### src/rtl/flag_reg_bank.sv
// flag_reg_bank: per-core Z/N/C condition-flag registers with sticky
// accumulation, per-channel clear, a single-level save/restore shadow and
// reduced allZero/anyZero outputs for the multicore barrier logic.
// Optional per-channel zero-streak counters are built only when the macro
// ZERO_STREAK_EN is defined; otherwise zeroStreak is tied to 0.
module flag_reg_bank #(
  parameter int WIDTH  = 12,
  parameter int NUM_CH = 4,
  parameter int CNT_W  = 4
) (
  input  logic                      clock,
  input  logic                      rst,
  input  logic [NUM_CH-1:0]         writeEn,
  input  logic [NUM_CH*WIDTH-1:0]   dataIn,
  input  logic [NUM_CH-1:0]         carryIn,
  input  logic [NUM_CH-1:0]         stickyMode,
  input  logic [NUM_CH-1:0]         clearEn,
  input  logic                      saveEn,
  input  logic                      restoreEn,
  output logic [NUM_CH-1:0]         zeroFlag,
  output logic [NUM_CH-1:0]         negFlag,
  output logic [NUM_CH-1:0]         carryFlag,
  output logic                      allZero,
  output logic                      anyZero,
  output logic                      shadowValid,
  output logic [NUM_CH*CNT_W-1:0]   zeroStreak
);

  // Live flags
  logic [NUM_CH-1:0] zero_q, zero_d;
  logic [NUM_CH-1:0] neg_q, neg_d;
  logic [NUM_CH-1:0] carry_q, carry_d;

  // Shadow copy of the live flags
  logic [NUM_CH-1:0] sh_zero_q, sh_zero_d;
  logic [NUM_CH-1:0] sh_neg_q, sh_neg_d;
  logic [NUM_CH-1:0] sh_carry_q, sh_carry_d;
  logic              shadow_valid_q, shadow_valid_d;

  // Flag values computed from this cycle's ALU result
  logic [NUM_CH-1:0] calc_zero;
  logic [NUM_CH-1:0] calc_neg;
  logic              restore_act;

  genvar gi;
  generate
    for (gi = 0; gi < NUM_CH; gi++) begin : g_calc
      assign calc_zero[gi] = (dataIn[gi*WIDTH +: WIDTH] == '0);
      assign calc_neg[gi]  = dataIn[gi*WIDTH + WIDTH - 1];
    end
  endgenerate

  // A restore request only counts when there is a saved context to consume.
  assign restore_act = restoreEn & shadow_valid_q;

  // Live-flag next state: clear beats restore beats write beats hold.
  always_comb begin
    zero_d  = zero_q;
    neg_d   = neg_q;
    carry_d = carry_q;
    for (int i = 0; i < NUM_CH; i++) begin
      if (clearEn[i]) begin
        zero_d[i]  = 1'b0;
        neg_d[i]   = 1'b0;
        carry_d[i] = 1'b0;
      end else if (restore_act) begin
        zero_d[i]  = sh_zero_q[i];
        neg_d[i]   = sh_neg_q[i];
        carry_d[i] = sh_carry_q[i];
      end else if (writeEn[i]) begin
        if (stickyMode[i]) begin
          zero_d[i]  = zero_q[i]  | calc_zero[i];
          neg_d[i]   = neg_q[i]   | calc_neg[i];
          carry_d[i] = carry_q[i] | carryIn[i];
        end else begin
          zero_d[i]  = calc_zero[i];
          neg_d[i]   = calc_neg[i];
          carry_d[i] = carryIn[i];
        end
      end
    end
  end

  // Shadow next state: save captures pre-edge live flags, so a save together
  // with a restore exchanges the two sets and keeps the shadow valid.
  always_comb begin
    sh_zero_d      = sh_zero_q;
    sh_neg_d       = sh_neg_q;
    sh_carry_d     = sh_carry_q;
    shadow_valid_d = shadow_valid_q;
    if (saveEn) begin
      sh_zero_d      = zero_q;
      sh_neg_d       = neg_q;
      sh_carry_d     = carry_q;
      shadow_valid_d = 1'b1;
    end else if (restore_act) begin
      shadow_valid_d = 1'b0;
    end
  end

  // Flag and shadow registers with asynchronous reset.
  always_ff @(posedge clock or posedge rst) begin
    if (rst) begin
      zero_q         <= '0;
      neg_q          <= '0;
      carry_q        <= '0;
      sh_zero_q      <= '0;
      sh_neg_q       <= '0;
      sh_carry_q     <= '0;
      shadow_valid_q <= 1'b0;
    end else begin
      zero_q         <= zero_d;
      neg_q          <= neg_d;
      carry_q        <= carry_d;
      sh_zero_q      <= sh_zero_d;
      sh_neg_q       <= sh_neg_d;
      sh_carry_q     <= sh_carry_d;
      shadow_valid_q <= shadow_valid_d;
    end
  end

  assign zeroFlag    = zero_q;
  assign negFlag     = neg_q;
  assign carryFlag   = carry_q;
  assign allZero     = &zero_q;
  assign anyZero     = |zero_q;
  assign shadowValid = shadow_valid_q;

`ifdef ZERO_STREAK_EN
  localparam logic [CNT_W-1:0] CNT_ONE = CNT_W'(1);

  logic [CNT_W-1:0] streak_q [NUM_CH];
  logic [CNT_W-1:0] streak_d [NUM_CH];

  // Streak counters: count consecutive zero writes, saturating; independent
  // of sticky mode and of save/restore.
  always_comb begin
    for (int i = 0; i < NUM_CH; i++) begin
      streak_d[i] = streak_q[i];
      if (clearEn[i]) begin
        streak_d[i] = '0;
      end else if (writeEn[i]) begin
        if (!calc_zero[i]) begin
          streak_d[i] = '0;
        end else if (streak_q[i] != '1) begin
          streak_d[i] = streak_q[i] + CNT_ONE;
        end
      end
    end
  end

  // Streak counter registers with asynchronous reset.
  always_ff @(posedge clock or posedge rst) begin
    if (rst) begin
      for (int i = 0; i < NUM_CH; i++) begin
        streak_q[i] <= '0;
      end
    end else begin
      for (int i = 0; i < NUM_CH; i++) begin
        streak_q[i] <= streak_d[i];
      end
    end
  end

  generate
    for (gi = 0; gi < NUM_CH; gi++) begin : g_streak_out
      assign zeroStreak[gi*CNT_W +: CNT_W] = streak_q[gi];
    end
  endgenerate
`else
  assign zeroStreak = '0;
`endif

endmodule
### config.mk
export PLATFORM = sky130hd
export DESIGN_NAME = flag_reg_bank
export DESIGN_NICKNAME = d
export VERILOG_FILES = /design/src/rtl/flag_reg_bank.sv
export SDC_FILE = /design/constraint.sdc
export NUM_CORES = 1
export LEC_CHECK = 0
export ABC_AREA = 1
export BUFFER_PORTS_ARGS = -buffer_cell sky130_fd_sc_hd__buf_4
export CAP_MARGIN = 10
export CORE_MARGIN = 5
export CORE_UTILIZATION = 40
export CTS_BUF_LIST = sky130_fd_sc_hd__clkbuf_2
export CTS_CLUSTER_DIAMETER = 60
export DETAILED_ROUTE_END_ITERATION = 10
export HOLD_SLACK_MARGIN = 0.03
export PLACE_DENSITY = 0.91
export SLEW_MARGIN = 20
export SYNTH_ARGS = -nofsm -noshare
export SYNTH_HDL_FRONTEND = slang
export SYNTH_SLANG_ARGS = --single-unit
### constraint.sdc
create_clock -name clock -period 1.1 [get_ports clock]
set_clock_uncertainty 0.1 [all_clocks]
set_input_delay 0.11 -clock clock [delete_from_list [all_inputs] [get_ports clock]]
set_output_delay 0.11 -clock clock [all_outputs]
set_load 0.05 [all_outputs]
==> results of run 1 <==
sequential cells by signal, summed over array words and instances, names as in the netlist:
register and flops:
shadowValid 1, sh_zero_q 4, negFlag 4, sh_neg_q 4, zeroFlag 4, carryFlag 4, sh_carry_q 4
worst max path at each step:
stage,from,to
6_report,zeroFlag[3],allZero
5_1_grt,zeroFlag[3],allZero
4_1_cts,zeroFlag[0],allZero
3_5_place_dp,shadowValid,carryFlag[3]
2_1_floorplan,zeroFlag[0],allZero
3_3_place_gp,shadowValid,carryFlag[0]
worst max-delay path: stages (launching register included):
cell and delay, ps:
dfrtp_2 470, inv_4 50, nor4_4 340, buf_6 210
per-stage QoR:
stage	setup TNS, ps	instances	total power (uW)	cell area [um2]
3_5_place_dp	-573.0	363	1982	2235
5_1_grt	-7522	452	3100	3387
6_report	-6549	452	3005	3387
3_3_place_gp	-130.0	363	1960	2235
2_1_floorplan	-2187	246	1671	1659
4_1_cts	-2532	442	2642	3090
timing repair:
action,CTS,global route
hold endpoints to repair,46,9
pin swaps,2,9
gates cloned,0,1
setup endpoints to repair,27,34
hold buffers,64,3
buffers inserted,11,7
resized for setup,31,45
routing by layer:
| metal | vias up | global-route usage | wire, um |
|---|---|---|---|
| met1 | 1154 | 0.2889 | 3236 |
| met3 | 68 | 0.06787 | 811 |
| li1 | 1014 | - | - |
| met4 | 0 | 0.1373 | 657 |
| met5 | - | 0 | 0 |
| met2 | 230 | 0.5321 | 4905 |
cell families (layout without fill, tap and decap cells):
group           count (synthesis)  in the layout
compound gates                 28             28
buf+inv                        49            206
flops                          25             25
other cells                     1             17
simple gates                  128            128
area by class of cell:
class                           count  share of cell area
Antenna cell                        1           0.0007388
Timing Repair Buffer              172              0.4688
Sequential cell                    25              0.1873
Inverter                           29             0.03879
Timing Repair inverter              1            0.003325
Tap cell                           48             0.01773
Multi-Input combinational cell    172              0.2774
Clock buffer                        4            0.005911
report_power, final:
| part | internal [uW] | switching, uW |
|---|---|---|
| Combinational | 662 | 838 |
| Clock | 95.8 | 322 |
| Sequential | 1010 | 76.8 |
placed cells by master, fill, tap and decap left out, types with 5 or more instances in the layout:
cell           Yosys  layout
a21oi_2            0       6
buf_4             16      82
buf_6              2      17
conb_1             1      16
dfrtp_1           25      18
dfrtp_2            0       7
dlygate4sd3_1      0      66
inv_1             26      20
nand2_1           77      71
nand3_2            1       5
nor2_1            35      33
o21ai_0           12      10
==> flow_summary.json, run 1 <==
{
  "synth_area_leaders": "dfrtp_1 (40%), nand2_1 (18%), nor2_1 (8.4%), buf_4 (7.7%), inv_1 (6.2%)",
  "ys_warn_count": 0,
  "yosys.area.top_type": "dfrtp_1",
  "ir_drop_v": 0.0005664,
  "regToRegSetupSlack_ps": -310,
  "ios": 99,
  "syn_inst": 231,
  "grt_start_max_net_pins": 26,
  "max_slew_margin": 0.6243,
  "die_w_um": 72.56,
  "cts_htree_levels": 1,
  "root_buffer": "clkbuf_2",
  "synth_xor_area_frac": 0,
  "synth_top_cell_area_share": 0.3997,
  "cts_inserted_buffers": 3,
  "grt_pass1_wl_um": 11600,
  "synth_top_family_by_area": "simple AND/OR/NAND/NOR gates",
  "fp-row-count": 22,
  "fill_cells": 140,
  "status": "finished with violations",
  "grt_usage": 0.2833,
  "synth_cell_types": 19,
  "slew_violations": 0,
  "synthAdderAreaFrac": 0,
  "preCtsSetupSlack_ps": -99.69,
  "finalSetupViolations": 34,
  "path_class": "reg2out",
  "hpwl_um": 3459,
  "crit_path_start_kind": "flop",
  "p_per_area_nw_per_um2": 887.3,
  "synth_area_um2": 1565,
  "layout_min_cycle_time_ps": 1655,
  "synth_enable_flop_cells": 0,
  "placeableCoreArea_um2": 3716,
  "finalCritPeriodShare": 1.504,
  "required_ps": 890,
  "ys_seq_area_frac": 0.3997,
  "layout-drive-gt1-share": 0.3970,
  "synth-simple-area-share": 0.3349,
  "rsz0062_at_grt": "true",
  "grt_pass1_vias": 2542,
  "dieArea_um2": 5264,
  "fmax_ghz": 0.6043,
  "syn_to_final_growth_pct": 116.4,
  "min_to": "negFlag[3]",
  "regToRegEndpoint": "carryFlag[0]",
  "vias": 2466,
  "cp-end-kind": "output pin",
  "drtIter0Drc": 293,
  "cts.sinks": 25,
  "worst_pin_slew_ps": 561.8,
  "wl_um": 9610,
  "postRouteAntennaNets": 0,
  "synth_ff_type": "dfrtp_1",
  "io_buffers": 82,
  "r2r-start": "shadowValid",
  "yosys_register_bits": 25,
  "antenna_found_initial": 1,
  "finalHoldWorstSlack_ps": 48.87,
  "fin_ws_ps": -554.8,
  "synthArstFlopShare": 1.000,
  "start_util": 0.4212,
  "fin_util": 0.9114,
  "avgSynthCellArea_um2": 6.776,
  "post_drt_wl_per_cell_um": 21.26,
  "leakage_uw": 0.001717,
  "min-delay-start": "stickyMode[3]",
  "drt_first_pass_iters": 5,
  "viasPerCell": 5.456,
  "grt_overflow_total": 0,
  "cp_max_fo": 3,
  "muxShareOfSynthArea": 0,
  "finalNetCount": 472,
  "cp.arrival_ps": 1440,
  "gp_congestion": 0.8097,
  "drc": 0,
  "dieHeight_um": 72.56,
  "hold_violations": 0,
  "cap_violations": 0,
  "seq_area_um2": 634.4,
  "violations": "negative setup slack",
  "ys_top_cells_by_count": "nand2_1 (77), nor2_1 (35), inv_1 (26)",
  "clock_latency_ps": 370,
  "synth_compound_area_frac": 0.09592,
  "r2r_cells": 8,
  "synth.most_common_cell": "nand2_1",
  "cts_tree": "done",
  "cts_buffer_depth": 2,
  "clkTransAtPathRegs_ps": 290,
  "min_path_cells": 5,
  "hold_class": "in2reg",
  "multi_input_area_um2": 939.7
}
Power figures use the tool's default switching activity.
==> run 2: changes to the inputs <==
CORE_UTILIZATION = 44   (was 40)
PLACE_DENSITY = 0.94   (was 0.91)
clock period = 1.75 ns   (was 1.1 ns; I/O delays follow)
==> run 2 against run 1 <==
Against the previous run:
- the run now ends clean
- via count down 20%
- register-to-register slack better by 420 ps
- die area down 7.9%
- highest routed layer unchanged
- count of clock-buffer cells in the layout down 1
- clock power down 40%
- largest cell class unchanged
- global-route usage down 5.2 points
- first-iteration DRC count down 68%
- combinational power down 55%
==> flow_summary.json, run 2 (synthesis gave the netlist of run 1 again) <==
{
  "status": "completed",
  "cp.arrival_ps": 1390,
  "root_buffer": "clkbuf_2",
  "hold_violations": 0,
  "fmax_ghz": 0.6017,
  "final_cells": 423,
  "drtIter0Drc": 93,
  "postRouteAntennaNets": 0,
  "preCtsSetupSlack_ps": 403.8,
  "grt_start_max_net_pins": 17,
  "placeableCoreArea_um2": 3390,
  "cp-end-kind": "output pin",
  "cts_tree": "done",
  "finalCritPeriodShare": 0.9497,
  "p_per_area_nw_per_um2": 565.1,
  "start_util": 0.4618,
  "cts_inserted_buffers": 3,
  "slew_violations": 0,
  "critPathLaunch": "zeroFlag[0]",
  "cts_htree_levels": 1,
  "dieHeight_um": 69.65,
  "required_ps": 1470,
  "design_area_um2": 2830,
  "cts.sinks": 25,
  "layout_min_cycle_time_ps": 1662,
  "hpwl_um": 3391,
  "ir_drop_v": 0.0004726,
  "clkTransAtPathRegs_ps": 240,
  "gp_congestion": 0.7922,
  "crit_path_start_kind": "flop",
  "grt_pass1_vias": 1985,
  "min_path_cells": 6,
  "drt_first_pass_iters": 4,
  "grt_pass1_wl_um": 9246,
  "syn_to_final_growth_pct": 80.82,
  "grt_overflow_total": 0,
  "min-delay-start": "writeEn[3]",
  "finalNetCount": 446,
  "io_buffers": 82,
  "antenna_cells": 0,
  "cp_max_fo": 3,
  "layout-drive-gt1-share": 0.2759,
  "r2r_cells": 5,
  "fill_cells": 200,
  "die_w_um": 69.65,
  "hold_class": "in2reg",
  "place_area_um2": 2173,
  "path_class": "reg2out",
  "cts_buffer_depth": 2,
  "layout_common_cells": "buf_4 (85), nand2_1 (77), dlygate4sd3_1 (61)",
  "dp.cells": 356,
  "fp-row-count": 21,
  "viasPerCell": 4.660,
  "fin_ws_ps": 87.96,
  "drc": 0,
  "power_uw": 1599,
  "leakage_uw": 0.001526,
  "dieArea_um2": 4850,
  "mostFrequentLayoutCell": "buf_4",
  "finalSetupViolations": 0,
  "wl_um": 5846,
  "cap_violations": 0,
  "vias": 1971,
  "tns_ps": 0,
  "rsz0062_at_grt": "false",
  "antenna_found_initial": 0,
  "clock_latency_ps": 380,
  "grt_usage": 0.2317,
  "r2r-start": "shadowValid",
  "post_drt_wl_per_cell_um": 13.82,
  "ios": 99
}
## run 2: cell count changes in the layout (fill, tap and decap cells not counted), moves of 4 or more
cell / previous run / this run
nand2_1: 71 / 77
buf_6: 17 / 1
a21oi_4: 4 / 0
a21oi_2: 6 / 0
a21oi_1: 1 / 11
buf_8: 4 / 0
inv_4: 4 / 0
dfrtp_2: 7 / 1
nand3_2: 5 / 1
dfrtp_1: 18 / 24
nand3_1: 3 / 8
dlygate4sd3_1: 66 / 61
## run 2: critical path, stage by stage, from the launching register on
cell and delay, ps:
dfrtp_2 450, inv_2 70, nor4_4 310, buf_6 200
## run 2: routing by layer
layer	vias up	routed length, um	GRT usage
li1	965	-	-
met1	876	2184	0.2569
met2	112	3016	0.4333
met3	18	521	0.05362
met4	0	123	0.07234
met5	-	0	0
## run 2: layout make-up
type | count | area [um2] | share of cell area
Timing Repair Buffer | 147 | 1260 | 0.4452
Tap cell | 46 | 57.56 | 0.02034
Multi-Input combinational cell | 172 | 754.5 | 0.2666
Clock buffer | 3 | 15.01 | 0.005305
Sequential cell | 25 | 626.9 | 0.2215
Clock inverter | 1 | 7.507 | 0.002653
Inverter | 29 | 108.9 | 0.03846
## run 2: what timing repair did
action / 4_1_cts / 5_1_grt
gates resized for setup: 0 / 5
setup buffers: 0 / 2
hold endpoints to repair: 39 / 0
endpoints found under the setup margin: 0 / 2
hold buffers: 61 / 0
## run 2: final timing paths
path                            endpoint  slack (ps)
max                              allZero          90
min                         carryFlag[3]          40
max reg2reg                   negFlag[1]         110
min reg2reg                sh_carry_q[2]         420
max in group asynchronous    zeroFlag[3]         820
min in group asynchronous   carryFlag[2]         200
## run 2: power by group
part / internal (uW) / switching, uW
sequential: 634 / 43.1
clock: 53.0 / 196
combinational: 290 / 384
total: 977 / 623
## run 2: per-stage QoR
step	hold slack, ps	util
after floorplan	102.3	-
after global placement	105.8	0.6412
after detailed placement	109.7	0.6412
after CTS	35.01	0.8280
after global routing	50.53	0.8350
final	38.06	0.8350
==> run 3: changes to the inputs <==
CORE_ASPECT_RATIO = 0.7   (was default)
==> run 3 against run 2 <==
Against the previous run:
- utilization decreased by 3.9 points
- worst setup slack got worse by 25 ps
- global-route usage increased by 1.9 points
- highest routed layer unchanged
- combinational power decreased by 2%
- sequential share of layout area increased by 0.56 points
- die area increased by 0.39%
- total power decreased by 1.9%
==> flow_summary.json, run 3 (synthesis gave the netlist of run 1 again) <==
{
  "required_ps": 1940,
  "leakage_uw": 0.001491,
  "antenna_found_initial": 2,
  "layout_common_cells": "buf_4 (82), nand2_1 (77), dlygate4sd3_1 (56)",
  "hold_class": "in2reg",
  "clock_latency_ps": 370,
  "status": "completed",
  "layout-drive-gt1-share": 0.2656,
  "path_class": "in2reg",
  "ios": 99,
  "grt_usage": 0.2511,
  "rsz0062_at_grt": "false",
  "root_buffer": "clkbuf_2",
  "tns_ps": 0,
  "grt_pass1_wl_um": 9356,
  "power_uw": 1570,
  "seq_area_um2": 626.9,
  "cts.sinks": 25,
  "cp_max_fo": 2,
  "drtIter0Drc": 115,
  "cts_htree_levels": 1,
  "die_w_um": 81.29,
  "clkTransAtPathRegs_ps": 250,
  "finalCritPeriodShare": 0.9642,
  "grt_overflow_total": 0,
  "finalSetupViolations": 0,
  "cp-end-kind": "flop",
  "fmax_ghz": 0.5926,
  "syn_to_final_growth_pct": 76.34,
  "cp.arrival_ps": 1880,
  "slew_violations": 0,
  "wl_um": 5924,
  "ir_drop_v": 0.0004635,
  "drc": 0,
  "p_per_area_nw_per_um2": 568.6,
  "cts_inserted_buffers": 3,
  "viasPerCell": 4.679,
  "io_buffers": 82,
  "fp-row-count": 18,
  "dieHeight_um": 59.90,
  "mostFrequentLayoutCell": "buf_4",
  "placeableCoreArea_um2": 3468,
  "grt_pass1_vias": 2007,
  "hold_violations": 0,
  "gp_congestion": 0.7954,
  "cts_buffer_depth": 2,
  "drt_first_pass_iters": 4,
  "crit_path_start_kind": "primary input",
  "cts_tree": "done",
  "dieArea_um2": 4869,
  "start_util": 0.4513,
  "fill_cells": 228,
  "hpwl_um": 3283,
  "post_drt_wl_per_cell_um": 14.07,
  "fin_util": 0.7958,
  "cap_violations": 0,
  "vias": 1970,
  "grt_start_max_net_pins": 26,
  "multi_input_area_um2": 749.5,
  "postRouteAntennaNets": 0,
  "finalNetCount": 438,
  "layout_min_cycle_time_ps": 1687
}
run 3: cell types whose count changed in the layout (fill, tap and decap cells not counted), moves of 2 or more:
cell,before,now
dlygate4sd3_1,61,56
buf_4,85,82
inv_1,23,26
inv_2,6,3
diode_2,0,2
run 3: metal layers:
layer	wire, um	GRT usage	part of all wire
met1	2059	0.2719	0.35
met2	3111	0.4559	0.53
met3	493	0.05271	0.083
met4	260	0.1446	0.044
met5	0	0	0
run 3: critical path: stages:
cell,delay [ps]
dlygate4sd3_1,580
buf_4,140
nor2_1,70
dlygate4sd3_1,540
nand2_1,60
nor2_1,110
nand2_1,70
a21oi_1,140
run 3: final timing paths:
kind / from / end / slack (ps) / cells past startpoint
worst max-delay path: dataIn[32] / zeroFlag[2] / 60 / 8
worst min-delay path: dataIn[47] / zeroFlag[3] / 40 / 6
max in group asynchronous: rst / zeroFlag[0] / 1010 / 4
min in group asynchronous: rst / sh_zero_q[0] / 260 / 4
worst max register to register: shadowValid / carryFlag[0] / 240 / 6
worst min register to register: sh_carry_q[3] / sh_carry_q[3] / 430 / 2
run 3: final cells by class:
type                       count  share of cell area
inverter                      29             0.03944
multi-input combinational    172              0.2715
tap                           50             0.02267
clock buffer                   3            0.005440
antenna                        2            0.001813
sequential                    25              0.2271
timing repair buffer         139              0.4302
clock inverter                 1            0.001813
run 3: timing repair:
| action | 4_1_cts | 5_1_grt |
|---|---|---|
| hold buffers | 55 | 1 |
| endpoints found under the hold margin | 46 | 1 |
| setup endpoints to repair | 0 | 1 |
| setup buffers | 0 | 0 |
| gates resized for setup | 0 | 1 |
run 3: per-stage QoR:
stage | hold WS (ps) | std cells | setup slack [ps] | cell area [um2]
floorplan | 102.3 | 246 | 12.51 | 1638
global placement | 147.2 | 359 | 474.3 | 2171
detailed placement | 147.8 | 359 | 373.2 | 2171
CTS | 35.27 | 418 | 99.82 | 2741
global route | 41.28 | 421 | 3.795 | 2760
finish | 37.16 | 421 | 62.57 | 2760
run 3: report_power, final:
group          switching, uW  internal [uW]
registers               44.1            634
clock network            181           51.8
logic                    383            276
total                    608            961
